===== config.mk =====
export PLATFORM = sky130hd
export DESIGN_NAME = cc_miss_req_unit
export DESIGN_NICKNAME = d
export VERILOG_FILES = /design/src/rtl/cc_pkg.sv /design/src/rtl/cc_miss_req_unit.sv
export SDC_FILE = /design/constraint.sdc
export NUM_CORES = 1
export LEC_CHECK = 0
export CORE_UTILIZATION = 33
export CTS_CLUSTER_DIAMETER = 80
export DETAILED_ROUTE_END_ITERATION = 10
export GPL_TIMING_DRIVEN = 0
export PLACE_DENSITY = 0.78
export SYNTH_ARGS = -nofsm -noshare
export SYNTH_HDL_FRONTEND = slang
export SYNTH_SLANG_ARGS = --single-unit

===== constraint.sdc =====
create_clock -name clk -period 1.5 [get_ports clk]
set_clock_uncertainty 0.05 [all_clocks]
set_input_delay 0.225 -clock clk [delete_from_list [all_inputs] [get_ports clk]]
set_output_delay 0.225 -clock clk [all_outputs]
set_load 0.01 [all_outputs]

===== src/rtl/cc_pkg.sv =====
// Shared constants and types for the cache-line miss/fill path.
// Holds the AXI encodings used by the miss request unit and the fill unit.
package cc_pkg;

  localparam logic [1:0] AXI_BURST_WRAP = 2'b10;
  localparam logic [2:0] AXI_SIZE_8B    = 3'b011;
  localparam int         LINE_BEATS     = 8;
  localparam int         BEAT_BYTES     = 8;
  localparam int         LINE_BYTES     = LINE_BEATS * BEAT_BYTES;

  typedef enum logic {
    MRQ_IDLE  = 1'b0,
    MRQ_ISSUE = 1'b1
  } mrq_state_e;

endpackage


===== src/rtl/cc_miss_req_unit.sv =====
// Turns tag-compare misses into critical-word-first AXI WRAP read bursts, pushes
// the miss address to the fill unit's FIFO and bounds the number of bursts in flight.
module cc_miss_req_unit
  import cc_pkg::*;
#(
  parameter int          BURST_LEN       = LINE_BEATS,
  parameter int          MAX_OUTSTANDING = 2,
  parameter logic [3:0]  ARID            = 4'd0,
  parameter int          FIFO_DEPTH      = 2
) (
  input  logic        clk,
  input  logic        rst_n,
  input  logic        miss_req_valid_i,
  input  logic [31:0] miss_req_addr_i,
  output logic        miss_req_ready_o,
  output logic [3:0]  mem_arid_o,
  output logic [31:0] mem_araddr_o,
  output logic [3:0]  mem_arlen_o,
  output logic [2:0]  mem_arsize_o,
  output logic [1:0]  mem_arburst_o,
  output logic        mem_arvalid_o,
  input  logic        mem_arready_i,
  input  logic        mem_rvalid_i,
  input  logic        mem_rready_i,
  input  logic        mem_rlast_i,
  input  logic        miss_addr_fifo_full_i,
  output logic        miss_addr_fifo_wren_o,
  output logic [31:0] miss_addr_fifo_wdata_o,
  output logic [1:0]  outstanding_o,
  output logic        protocol_err_o
);

  localparam logic [1:0] MAX_CNT = 2'(MAX_OUTSTANDING);

  // Every FIFO push must find room while the bursts it tracks are in flight.
  if (FIFO_DEPTH < MAX_OUTSTANDING) begin : g_fifo_depth_check
    $error("miss address FIFO shallower than MAX_OUTSTANDING");
  end

  // Handshakes: a transfer happens in the cycle where valid and ready are both
  // high; valid never waits on ready, and payload stays stable while valid is high.
  mrq_state_e  state_q, state_d;
  logic [31:0] addr_q, addr_d;
  logic        first_q, first_d;
  logic [1:0]  outstanding_q, outstanding_d;
  logic        err_q, err_d;

  logic req_ready;
  logic arvalid;
  logic ar_hs;
  logic rlast_hs;

  always_comb begin
    state_d   = state_q;
    addr_d    = addr_q;
    first_d   = 1'b0;
    req_ready = 1'b0;
    arvalid   = 1'b0;
    case (state_q)
      MRQ_IDLE: begin
        req_ready = (outstanding_q < MAX_CNT) && !miss_addr_fifo_full_i;
        if (miss_req_valid_i && req_ready) begin
          // Keep bits [5:3] so the WRAP burst starts at the critical word.
          addr_d  = {miss_req_addr_i[31:3], 3'b000};
          first_d = 1'b1;
          state_d = MRQ_ISSUE;
        end
      end
      MRQ_ISSUE: begin
        arvalid = 1'b1;
        if (mem_arready_i) state_d = MRQ_IDLE;
      end
      default: state_d = MRQ_IDLE;
    endcase
  end

  assign ar_hs    = arvalid && mem_arready_i;
  assign rlast_hs = mem_rvalid_i && mem_rready_i && mem_rlast_i;

  always_comb begin
    outstanding_d = outstanding_q;
    err_d         = err_q;
    if (ar_hs && !rlast_hs) begin
      outstanding_d = outstanding_q + 2'd1;
    end else if (rlast_hs && !ar_hs) begin
      if (outstanding_q == 2'd0) err_d = 1'b1;
      else                       outstanding_d = outstanding_q - 2'd1;
    end
  end

  always_ff @(posedge clk or negedge rst_n) begin
    if (!rst_n) begin
      state_q       <= MRQ_IDLE;
      addr_q        <= 32'd0;
      first_q       <= 1'b0;
      outstanding_q <= 2'd0;
      err_q         <= 1'b0;
    end else begin
      state_q       <= state_d;
      addr_q        <= addr_d;
      first_q       <= first_d;
      outstanding_q <= outstanding_d;
      err_q         <= err_d;
    end
  end

  // Ready is combinational, so it is forced low while reset is held.
  assign miss_req_ready_o       = req_ready && rst_n;
  assign mem_arid_o             = ARID;
  assign mem_araddr_o           = addr_q;
  assign mem_arlen_o            = 4'(BURST_LEN - 1);
  assign mem_arsize_o           = AXI_SIZE_8B;
  assign mem_arburst_o          = AXI_BURST_WRAP;
  assign mem_arvalid_o          = arvalid;
  assign miss_addr_fifo_wren_o  = first_q && (state_q == MRQ_ISSUE);
  assign miss_addr_fifo_wdata_o = addr_q;
  assign outstanding_o          = outstanding_q;
  assign protocol_err_o         = err_q;

endmodule


[Word-level counts from Yosys, hierarchy flattened]
Index checks and enable logic that the tools add are counted.
Widths: inputs -> output; s select.
Storage, ports and cells
  register bits after elaboration: 34
  input bits: 40
  output and inout bits: 83
Cells by class
  $add $sub $neg: 2
  magnitude comparators: 1
  equality and inequality tests: 1
  muxes and demuxes: 9
  bitwise logic cells: 2
  reductions and logical operators: 17
Operators by type and width (number)
  $logic_and 1x1->1: 9
  $mux 2: 3
  $mux 1: 5
  $reduce_and 2->1: 2
  $logic_not 1->1: 3
  $reduce_and 3->1: 1
  $add 2x1->2 const B: 1
  $logic_not 2->1: 1
  $lt 2x2->1 const B: 1
  $ne 2x2->1 const B: 1
  $not 1->1: 2
  $pmux 1 s2: 1
  $reduce_bool 2->1: 1
  $sub 2x1->2 const B: 1

[Depth between registers and ports, before layout]
Gate-level depths: netlist of run 1.
  depth in word-level cells: 6
  gate-level depth with buffers: 6

[Worst setup path after synthesis of run 1]
Ideal clock, no wire load.
  path kind: reg2reg
  start: register state_q
  end: register addr_q[10] (netlist: mem_araddr_o[10])
  library setup time: 125 ps
  data arrival time: 1321 ps
  required time: 1325 ps
  slack: 3 ps
  stages on the path, launching flop included: 6
  cell sequence: dfrtp_1 -> nor3_2 -> and2_4 -> buf_6 -> buf_12 -> mux2_4
Between the ends
  cells in the longest elaborated chain, start to end: 2
RTL lines
  start: declaration: line cc_miss_req_unit.sv:42  | mrq_state_e state_q, state_d;
  start signal: assignment: line cc_miss_req_unit.sv:99  | state_q <= state_d;
  $not 1->1 (no line)
  $reduce_and 2->1 (no line)
  end signal: assignment: line cc_miss_req_unit.sv:100  | addr_q <= addr_d;
  end: declaration: line cc_miss_req_unit.sv:43  | logic [31:0] addr_q, addr_d;
No other way between the ends.
A chain may end at the register's enable or synchronous reset.

[Worst setup path in the final report of run 1]
  start: register outstanding_q[1] (netlist: outstanding_o[1])
  end: register addr_q[19] (netlist: mem_araddr_o[19])
Between the ends
  cells in the longest elaborated chain, start to end: 4
RTL lines
  start: declaration: line cc_miss_req_unit.sv:45  | logic [1:0] outstanding_q, outstanding_d;
  start signal: assignment: line cc_miss_req_unit.sv:102  | outstanding_q <= outstanding_d;
  $lt 2x2->1: line cc_miss_req_unit.sv:61  | req_ready = (outstanding_q < MAX_CNT) && !miss_addr_fifo_full_i;
  $logic_and 1x1->1: line cc_miss_req_unit.sv:61
  $logic_and 1x1->1: line cc_miss_req_unit.sv:62  | if (miss_req_valid_i && req_ready) begin
  $reduce_and 2->1 (no line)
No other way between the ends.

==> out/results.ini, run 1 <==
[route]
wl_per_cell_um = 11.5
wl_mm = 4.07
vias_per_cell = 3.92
drtPass1Iterations = 3
drc = 0
vias = 1383
ant_nets = 0
drtIter0Drc = 34

[grt]
globalRouteOverflowTotal = 0
grt_pass1_wl_mm = 6.50
grt_pass1_vias = 1340
antenna_found_initial = 0
grt_max_degree = 36
grt_usage = 0.141

[critical_path]
cp_max_fo = 10
cp.depth = 4
start_kind = register
worstPathCellList = nor3_2, and2_4, buf_12, mux2_4
cp.arrival_ns = 1.58
reg2reg_slack_ns = 0.04
cp_slowest_cell = dfrtp_2
cp.required_ns = 1.62
crit_path_end_kind = register
critPathMaxStageDelay_ns = 0.41
critPathBufInv = 1
crit_type = reg2reg
crit_family = simple AND/OR/NAND/NOR gates
ff2ff_path_depth = 4

[floorplanning]
num_rows = 27
ios = 123
die_w_um = 77.2
start_util = 0.341
die_height_um = 77.2
die-area_mm2 = 0.00596
core_mm2 = 0.00547

[synthesis]
postSynthCellCount = 141
yosysSeqAreaShare = 0.456
synth_top_area_share = 0.456
yosys.cell_types.count = 19
syn_area_per_cell_um2 = 13.2
synth_area_mm2 = 0.00187
yosysWarnings = 0
yosys.area.top_type = dfrtp_1
yosys_register_bits = 34
synth_area_leaders = dfrtp_1 (46%), mux2_4 (23%), buf_4 (19%)

[pwr]
combPwrFrac = 0.541
p_sw_frac = 0.299
p_leak_nw = 1.83
clock_power_share = 0.150
peakVddDrop_mv = 0.646
power_frac_seq = 0.309
power.density_mw_per_mm2 = 1430
p_switching_w = 0.00140
p_int_w = 0.00328

[clocking]
clk_latency_ns = 0.28
tritoncts = yes
path_clk_slew_ns = 0.07
cts_sinks = 34
root_buffer = clkbuf_8
htreeDepth = 2
cts_buffer_depth = 2
cts_buffers = 5

[outcome]
status = complete, but fails checks
violations = negative hold slack

[final_layout]
layout.nets = 322
drive_gt1_frac = 0.399
fillCellCount = 472
multi_input_area_um2 = 642
final_common_cell = buf_4
fin_cells = 353
register_area_um2 = 853
diodes = 0
layout_common_cells = buf_4 (64), clkdlybuf4s50_1 (37), dlygate4sd2_1 (34)
area_growth_pct = 74.7

[sta]
period_needed_ns = 1.46
holdWs_ns = -0.166
timing.fmax_ghz = 0.683
slew_violations = 0
fin_setup_tns_ns = 0
finalHoldViolCount = 34
finalSetupViolCount = 0
period_share = 0.975
rsz0062_at_grt = yes

[placed_design]
gp_congestion = 0.672
dpl.cell_count = 330
port_buffers = 100
dp_hpwl_mm = 2.97

[min_path]
min_path_type = in2async

[flow_run]
cap_viol_max_count = 0

[state kept, by name, indices dropped and copies added (netlist names)]
| name | cells |
|---|---|
| mem_araddr_o | 29 |
| outstanding_o | 2 |
| first_q | 1 |
| protocol_err_o | 1 |
| state_q | 1 |
[metrics by stage]
stage	util	hold slack, ns	total power, W	setup slack [ns]	cell area [um2]
final	0.596	-0.166	0.00468	0.0369	3260
after CTS	0.580	-0.156	0.00478	-0.00284	3170
after detailed placement	0.551	0.303	0.00412	-0.426	3020
after global routing	0.596	-0.148	0.00497	-0.0145	3260
after floorplan	-	-0.121	0.00275	0.00349	1930
after global placement	0.552	0.391	0.00407	-1.42	3020
[cell usage after synthesis (all sizes together)]
cell,count
buf,52
dfrtp,34
mux2,29
nand2,4
and2,3
inv,3
o21ai,3
a21o,2
conb,2
ha,2
nor2,2
nor2b,2
nand3,1
nor3,1
nor3b,1
[kinds of logic after synthesis]
| logic type | synth area share |
|---|---|
| mux | 0.231 |
| other cells | 0.00402 |
| simple gates | 0.0422 |
| buf+inv | 0.237 |
| fa+ha+maj | 0.0134 |
| compound gates | 0.0161 |
| flops | 0.456 |
[worst paths after layout]
check,startpoint,end
setup / recovery,outstanding_o[1],mem_araddr_o[19]
hold / removal,rst_n,mem_araddr_o[27]
setup reg to reg,outstanding_o[1],mem_araddr_o[19]
hold reg to reg,protocol_err_o,protocol_err_o
max in group asynchronous,rst_n,state_q
min in group clk,protocol_err_o,protocol_err_o
[what timing repair did]
action                                 4_1_cts  5_1_grt
endpoints found under the hold margin       34       34
buffers inserted                            14        1
cloned                                       0        1
setup endpoints to repair                   67       56
pin swaps                                    2        0
gates resized for setup                     43       28
[final cells by class]
type                       instances  share of cell area
buffer                            51               0.129
clock buffer                       6              0.0253
clock inverter                     2             0.00384
inverter                           3             0.00345
multi-input combinational         69               0.197
sequential                        34               0.262
tap                               72              0.0276
timing repair buffer             116               0.352
[power groups by stage]
stage               registers [W]  logic (W)  clock network, W
detailed placement        0.00150    0.00262                 0
finish                    0.00145    0.00253          0.000702
floorplan                 0.00160    0.00116                 0
global route              0.00150    0.00270          0.000771
CTS                       0.00145    0.00259          0.000733
global placement          0.00148    0.00258                 0
[per-layer routing]
metal	part of all wire	wire length [um]	GRT usage	vias to the layer above
met2	0.50	2050	0.239	68
met5	0	0	0	-
met3	0.069	283	0.0405	2
met4	0.0064	26	0.0453	0
li1	-	-	-	669
met1	0.42	1710	0.170	644
No activity file was read; power rests on OpenSTA's default activity.
==> inputs of run 2 (changes only) <==
--- a/config.mk
+++ b/config.mk
@@ -8,7 +8,7 @@
 export CORE_UTILIZATION = 33
 export CTS_CLUSTER_DIAMETER = 80
 export DETAILED_ROUTE_END_ITERATION = 10
-export GPL_TIMING_DRIVEN = 0
+export GPL_TIMING_DRIVEN = 1
 export PLACE_DENSITY = 0.78
 export SYNTH_ARGS = -nofsm -noshare
 export SYNTH_HDL_FRONTEND = slang
==> run 2 against run 1 <==
  * The flow now finishes without violations
  * Critical path depth grew 1
  * Sequential share of layout area grew 3.2 points
  * First-iteration DRC count shrank 8.8%
  * Highest routed layer unchanged
  * Total power shrank 11%
  * Core utilization shrank 6.7 points
==> out/results.ini, run 2 (synthesis gave the netlist of run 1 again) <==
[outcome]
status = finished, final reports clean

[placed_design]
port_buffers = 100
gp_congestion = 0.672
post_dp_cell_area_mm2 = 0.00266
dp_hpwl_mm = 2.61

[sta]
slew_violations = 0
holdWs_ns = 0.418
finalHoldViolCount = 0
fin_setup_tns_ns = 0
timing.fmax_ghz = 0.676
period_share = 0.987
finalSetupViolCount = 0
rsz0062_at_grt = yes
period_needed_ns = 1.48

[route]
drtPass1Iterations = 5
wl_mm = 3.66
wl_per_cell_um = 12.4
drc = 0
drtIter0Drc = 31
ant_nets = 0
vias = 1213
vias_per_cell = 4.10

[final_layout]
diodes = 0
layout_common_cells = dlymetal6s2s_1 (48), clkdlybuf4s50_1 (37), dfrtp_1 (34)
drive_gt1_frac = 0.223
largest_register_ff_count = 29
layout.nets = 265
area_growth_pct = 55.2
final_common_cell = dlymetal6s2s_1
fin_area_mm2 = 0.00290
fin_util = 0.529

[critical_path]
crit_family = flip-flops
crit_path_end_kind = register
cp.arrival_ns = 1.59
cp_max_fo = 18
worstPathCellList = buf_6, nor3_4, and2_4, buf_12, mux2_4
start_kind = register
critPathMaxStageDelay_ns = 0.38
cp.required_ns = 1.61
crit_type = reg2reg
reg2reg_slack_ns = 0.02
critPathBufInv = 2
cp_slowest_cell = dfrtp_1

[pwr]
p_int_w = 0.00289
clock_power_share = 0.166
peakVddDrop_mv = 0.518
p_sw_frac = 0.308
p_leak_nw = 1.72
power_frac_seq = 0.343
combPwrFrac = 0.491
p_switching_w = 0.00129
power.density_mw_per_mm2 = 1440

[clocking]
path_clk_slew_ns = 0.07
cts_buffer_depth = 2
cts_sinks = 34
clk_latency_ns = 0.27
htreeDepth = 2
root_buffer = clkbuf_8
tritoncts = yes
cts_buffers = 5

[grt]
grt_pass1_wl_mm = 5.64
grtUsageMet1 = 0.143
grt_usage = 0.124
antenna_found_initial = 0
grt_pass1_vias = 1155
globalRouteOverflowTotal = 0
grtUsageMet3 = 0.0536
grtUsageMet2 = 0.203
top_usage_layer = met2
grt_max_degree = 35

[floorplanning]
ios = 123
start_util = 0.341
die-area_mm2 = 0.00596
num_rows = 27
core_mm2 = 0.00547
die_height_um = 77.2
die_w_um = 77.2

[min_path]
min_path_type = reg2reg

[flow_run]
cap_viol_max_count = 0

[run 2: metrics by stage]
| step | instances | worst slack, ns | power (W) |
|---|---|---|---|
| 2_1_floorplan | 158 | 0.00349 | 0.00275 |
| 3_3_place_gp | 284 | -0.197 | 0.00365 |
| 3_5_place_dp | 284 | -0.222 | 0.00368 |
| 4_1_cts | 295 | 0.000227 | 0.00437 |
| 5_1_grt | 296 | -0.0159 | 0.00442 |
| 6_report | 296 | 0.0199 | 0.00418 |
[run 2: worst register-to-register path, stage by stage, from the launching register on]
cell and delay [ns]:
dfrtp_1 0.38, buf_6 0.12, nor3_4 0.11, and2_4 0.20, buf_12 0.18, mux2_4 0.33
[run 2: area by class of cell]
class	count	area, um2
tap	72	90.1
inverter	3	11.3
multi-input combinational	69	647
clock inverter	2	12.5
timing repair buffer	110	1200
sequential	34	851
fill	480	2580
clock buffer	6	82.6
[run 2: final timing paths]
kind,startpoint,endpoint,depth (start not counted)
setup / recovery,state_q,mem_araddr_o[23],5
hold / removal,protocol_err_o,protocol_err_o,1
setup reg to reg,state_q,mem_araddr_o[23],5
hold reg to reg,protocol_err_o,protocol_err_o,1
max in group asynchronous,rst_n,mem_araddr_o[16],3
min in group asynchronous,rst_n,mem_araddr_o[26],3
[run 2: power by group through the flow]
stage	sequential [W]	clock, W	combinational, W
floorplan	0.00160	0	0.00116
global placement	0.00147	0	0.00218
detailed placement	0.00148	0	0.00220
CTS	0.00146	0.000740	0.00218
global route	0.00148	0.000778	0.00217
finish	0.00143	0.000694	0.00205
[run 2: metal layers]
layer,wire (um),vias up
li1,-,558
met1,1480,577
met2,1830,76
met3,330,2
met4,25,0
met5,0,-
[run 2: what timing repair did]
item,4_1_cts,5_1_grt
endpoints found under the setup margin,18,66
resized for setup,19,50
endpoints found under the hold margin,34,0
pin swaps,2,0
hold buffers,1,0
setup buffers,2,1
==> inputs of run 3 (changes only) <==
--- a/config.mk
+++ b/config.mk
@@ -5,6 +5,7 @@
 export SDC_FILE = /design/constraint.sdc
 export NUM_CORES = 1
 export LEC_CHECK = 0
+export CORE_MARGIN = 2
 export CORE_UTILIZATION = 33
 export CTS_CLUSTER_DIAMETER = 80
 export DETAILED_ROUTE_END_ITERATION = 10
==> run 3 against run 2 <==
  * The flow now finishes with violations (negative setup slack)
  * Sequential share of layout area decreased by 0.79 points
  * Cell count increased by 2.0%
  * Combinational power increased by 4%
==> out/results.ini, run 3 (synthesis gave the netlist of run 1 again) <==
[outcome]
status = complete, but fails checks
violations = negative setup slack

[clocking]
htreeDepth = 2
clk_latency_ns = 0.27
cts_sinks = 34
path_clk_slew_ns = 0.06
tritoncts = yes
cts_buffer_depth = 2
cts_buffers = 5
root_buffer = clkbuf_8

[route]
vias = 1249
ant_nets = 0
drtIter0Drc = 42
highest_layer = met4
drtPass1Iterations = 3
dr_wl_met3_um = 335
wl_mm = 3.97
drc = 0
wl_per_cell_um = 13.1
wl_met2_mm = 2.08
vias_per_cell = 4.14
wl_met1_mm = 1.51

[critical_path]
critPathBufInv = 3
reg2reg_to = mem_araddr_o[19]
cp_max_fo = 7
cp.depth = 6
cp_slowest_cell = dfrtp_1
crit_start = state_q
start_kind = register
worstPathCellList = buf_6, nor3_4, and2_4, buf_12, buf_12, mux2_4
critPathMaxStageDelay_ns = 0.38
crit_family = flip-flops
crit_end = mem_araddr_o[19]
cpMostUsedCell = buf_12
crit_type = reg2reg
ff2ff_path_depth = 6
reg2reg_slack_ns = -0.05
rr_startpoint = state_q
crit_path_end_kind = register
cp.required_ns = 1.61
cp.arrival_ns = 1.66

[final_layout]
final_common_cell = dlymetal6s2s_1
area_growth_pct = 59.5
diodes = 0
fillCellCount = 476
layout.nets = 271
largest_register_ff_count = 29
drive_gt1_frac = 0.239
layout_common_cells = dlymetal6s2s_1 (45), clkdlybuf4s50_1 (41), dfrtp_1 (34)

[floorplanning]
die_height_um = 79.2
num_rows = 27
die_w_um = 79.2
die-area_mm2 = 0.00627
core_mm2 = 0.00547
ios = 123
start_util = 0.341

[min_path]
hold_depth = 1
min_path_type = reg2reg
min_from = protocol_err_o

[sta]
finalSetupViolCount = 23
period_share = 1.04
final.setup.worst_slack_ns = -0.0527
rsz0062_at_grt = yes
period_needed_ns = 1.55
slew_violations = 0
finalHoldViolCount = 0
timing.fmax_ghz = 0.644
holdWs_ns = 0.437
fin_setup_tns_ns = -0.817

[grt]
antenna_found_initial = 0
grt_pass1_wl_mm = 5.68
grt_usage = 0.120
globalRouteOverflowTotal = 0
grt_pass1_vias = 1200
grt_max_degree = 35

[placed_design]
dp_hpwl_mm = 2.81
port_buffers = 100
gp_congestion = 0.682

[pwr]
clock_power_share = 0.159
p_switching_w = 0.00130
power_frac_seq = 0.341
p_sw_frac = 0.305
combPwrFrac = 0.500
peakVddDrop_mv = 0.623
power.density_mw_per_mm2 = 1430
p_int_w = 0.00295
p_leak_nw = 1.73

[flow_run]
cap_viol_max_count = 0

==> run 3: per-stage QoR <==
step / util / setup slack (ns) / power (W) / cells / area [um2]
after floorplan: - / 0.00349 / 0.00275 / 158 / 1930
after CTS: 0.519 / -0.0800 / 0.00441 / 300 / 2840
final: 0.544 / -0.0527 / 0.00425 / 302 / 2980
after global placement: 0.488 / -0.197 / 0.00365 / 286 / 2670
after global routing: 0.544 / -0.119 / 0.00450 / 302 / 2980
after detailed placement: 0.488 / -0.213 / 0.00370 / 286 / 2670
==> run 3: final cells by class <==
class | count | area (um2) | area share
clock buffer | 7 | 86.3 | 0.0290
clock inverter | 1 | 5.00 | 0.00168
inverter | 3 | 11.3 | 0.00378
multi-input combinational | 69 | 643 | 0.216
sequential | 34 | 851 | 0.286
tap | 72 | 90.1 | 0.0303
timing repair buffer | 116 | 1290 | 0.433
==> run 3: metal layers <==
layer | vias to the layer above | global-route usage
met5 | - | 0
met2 | 71 | 0.209
met1 | 608 | 0.136
met3 | 4 | 0.0307
met4 | 0 | 0.0569
li1 | 566 | -
==> run 3: worst min path at each step <==
stage | end | slack [ns]
final | protocol_err_o | 0.44
after CTS | protocol_err_o | 0.45
after global routing | protocol_err_o | 0.47
after floorplan | first_q | -0.12
after global placement | mem_araddr_o[6] | 0.28
after detailed placement | mem_araddr_o[31] | 0.28
==> run 3: power by group through the flow <==
| stage | registers, W | clock network, W | logic [W] |
|---|---|---|---|
| final | 0.00145 | 0.000676 | 0.00213 |
| after CTS | 0.00147 | 0.000707 | 0.00223 |
| after floorplan | 0.00160 | 0 | 0.00116 |
| after global placement | 0.00148 | 0 | 0.00217 |
| after detailed placement | 0.00149 | 0 | 0.00221 |
| after global routing | 0.00150 | 0.000752 | 0.00225 |
==> run 3: timing repair <==
action / 4_1_cts / 5_1_grt
buffers inserted: 4 / 2
endpoints found under the setup margin: 16 / 75
hold buffers: 1 / 0
pin swaps: 2 / 1
gates resized for setup: 20 / 46
gates cloned: 1 / 0
endpoints found under the hold margin: 34 / 0
==> run 3: worst register-to-register path: stages (launching register included) <==
cell	delay, ns
dfrtp_1	0.38
buf_6	0.12
nor3_4	0.11
and2_4	0.22
buf_12	0.12
buf_12	0.12
mux2_4	0.30
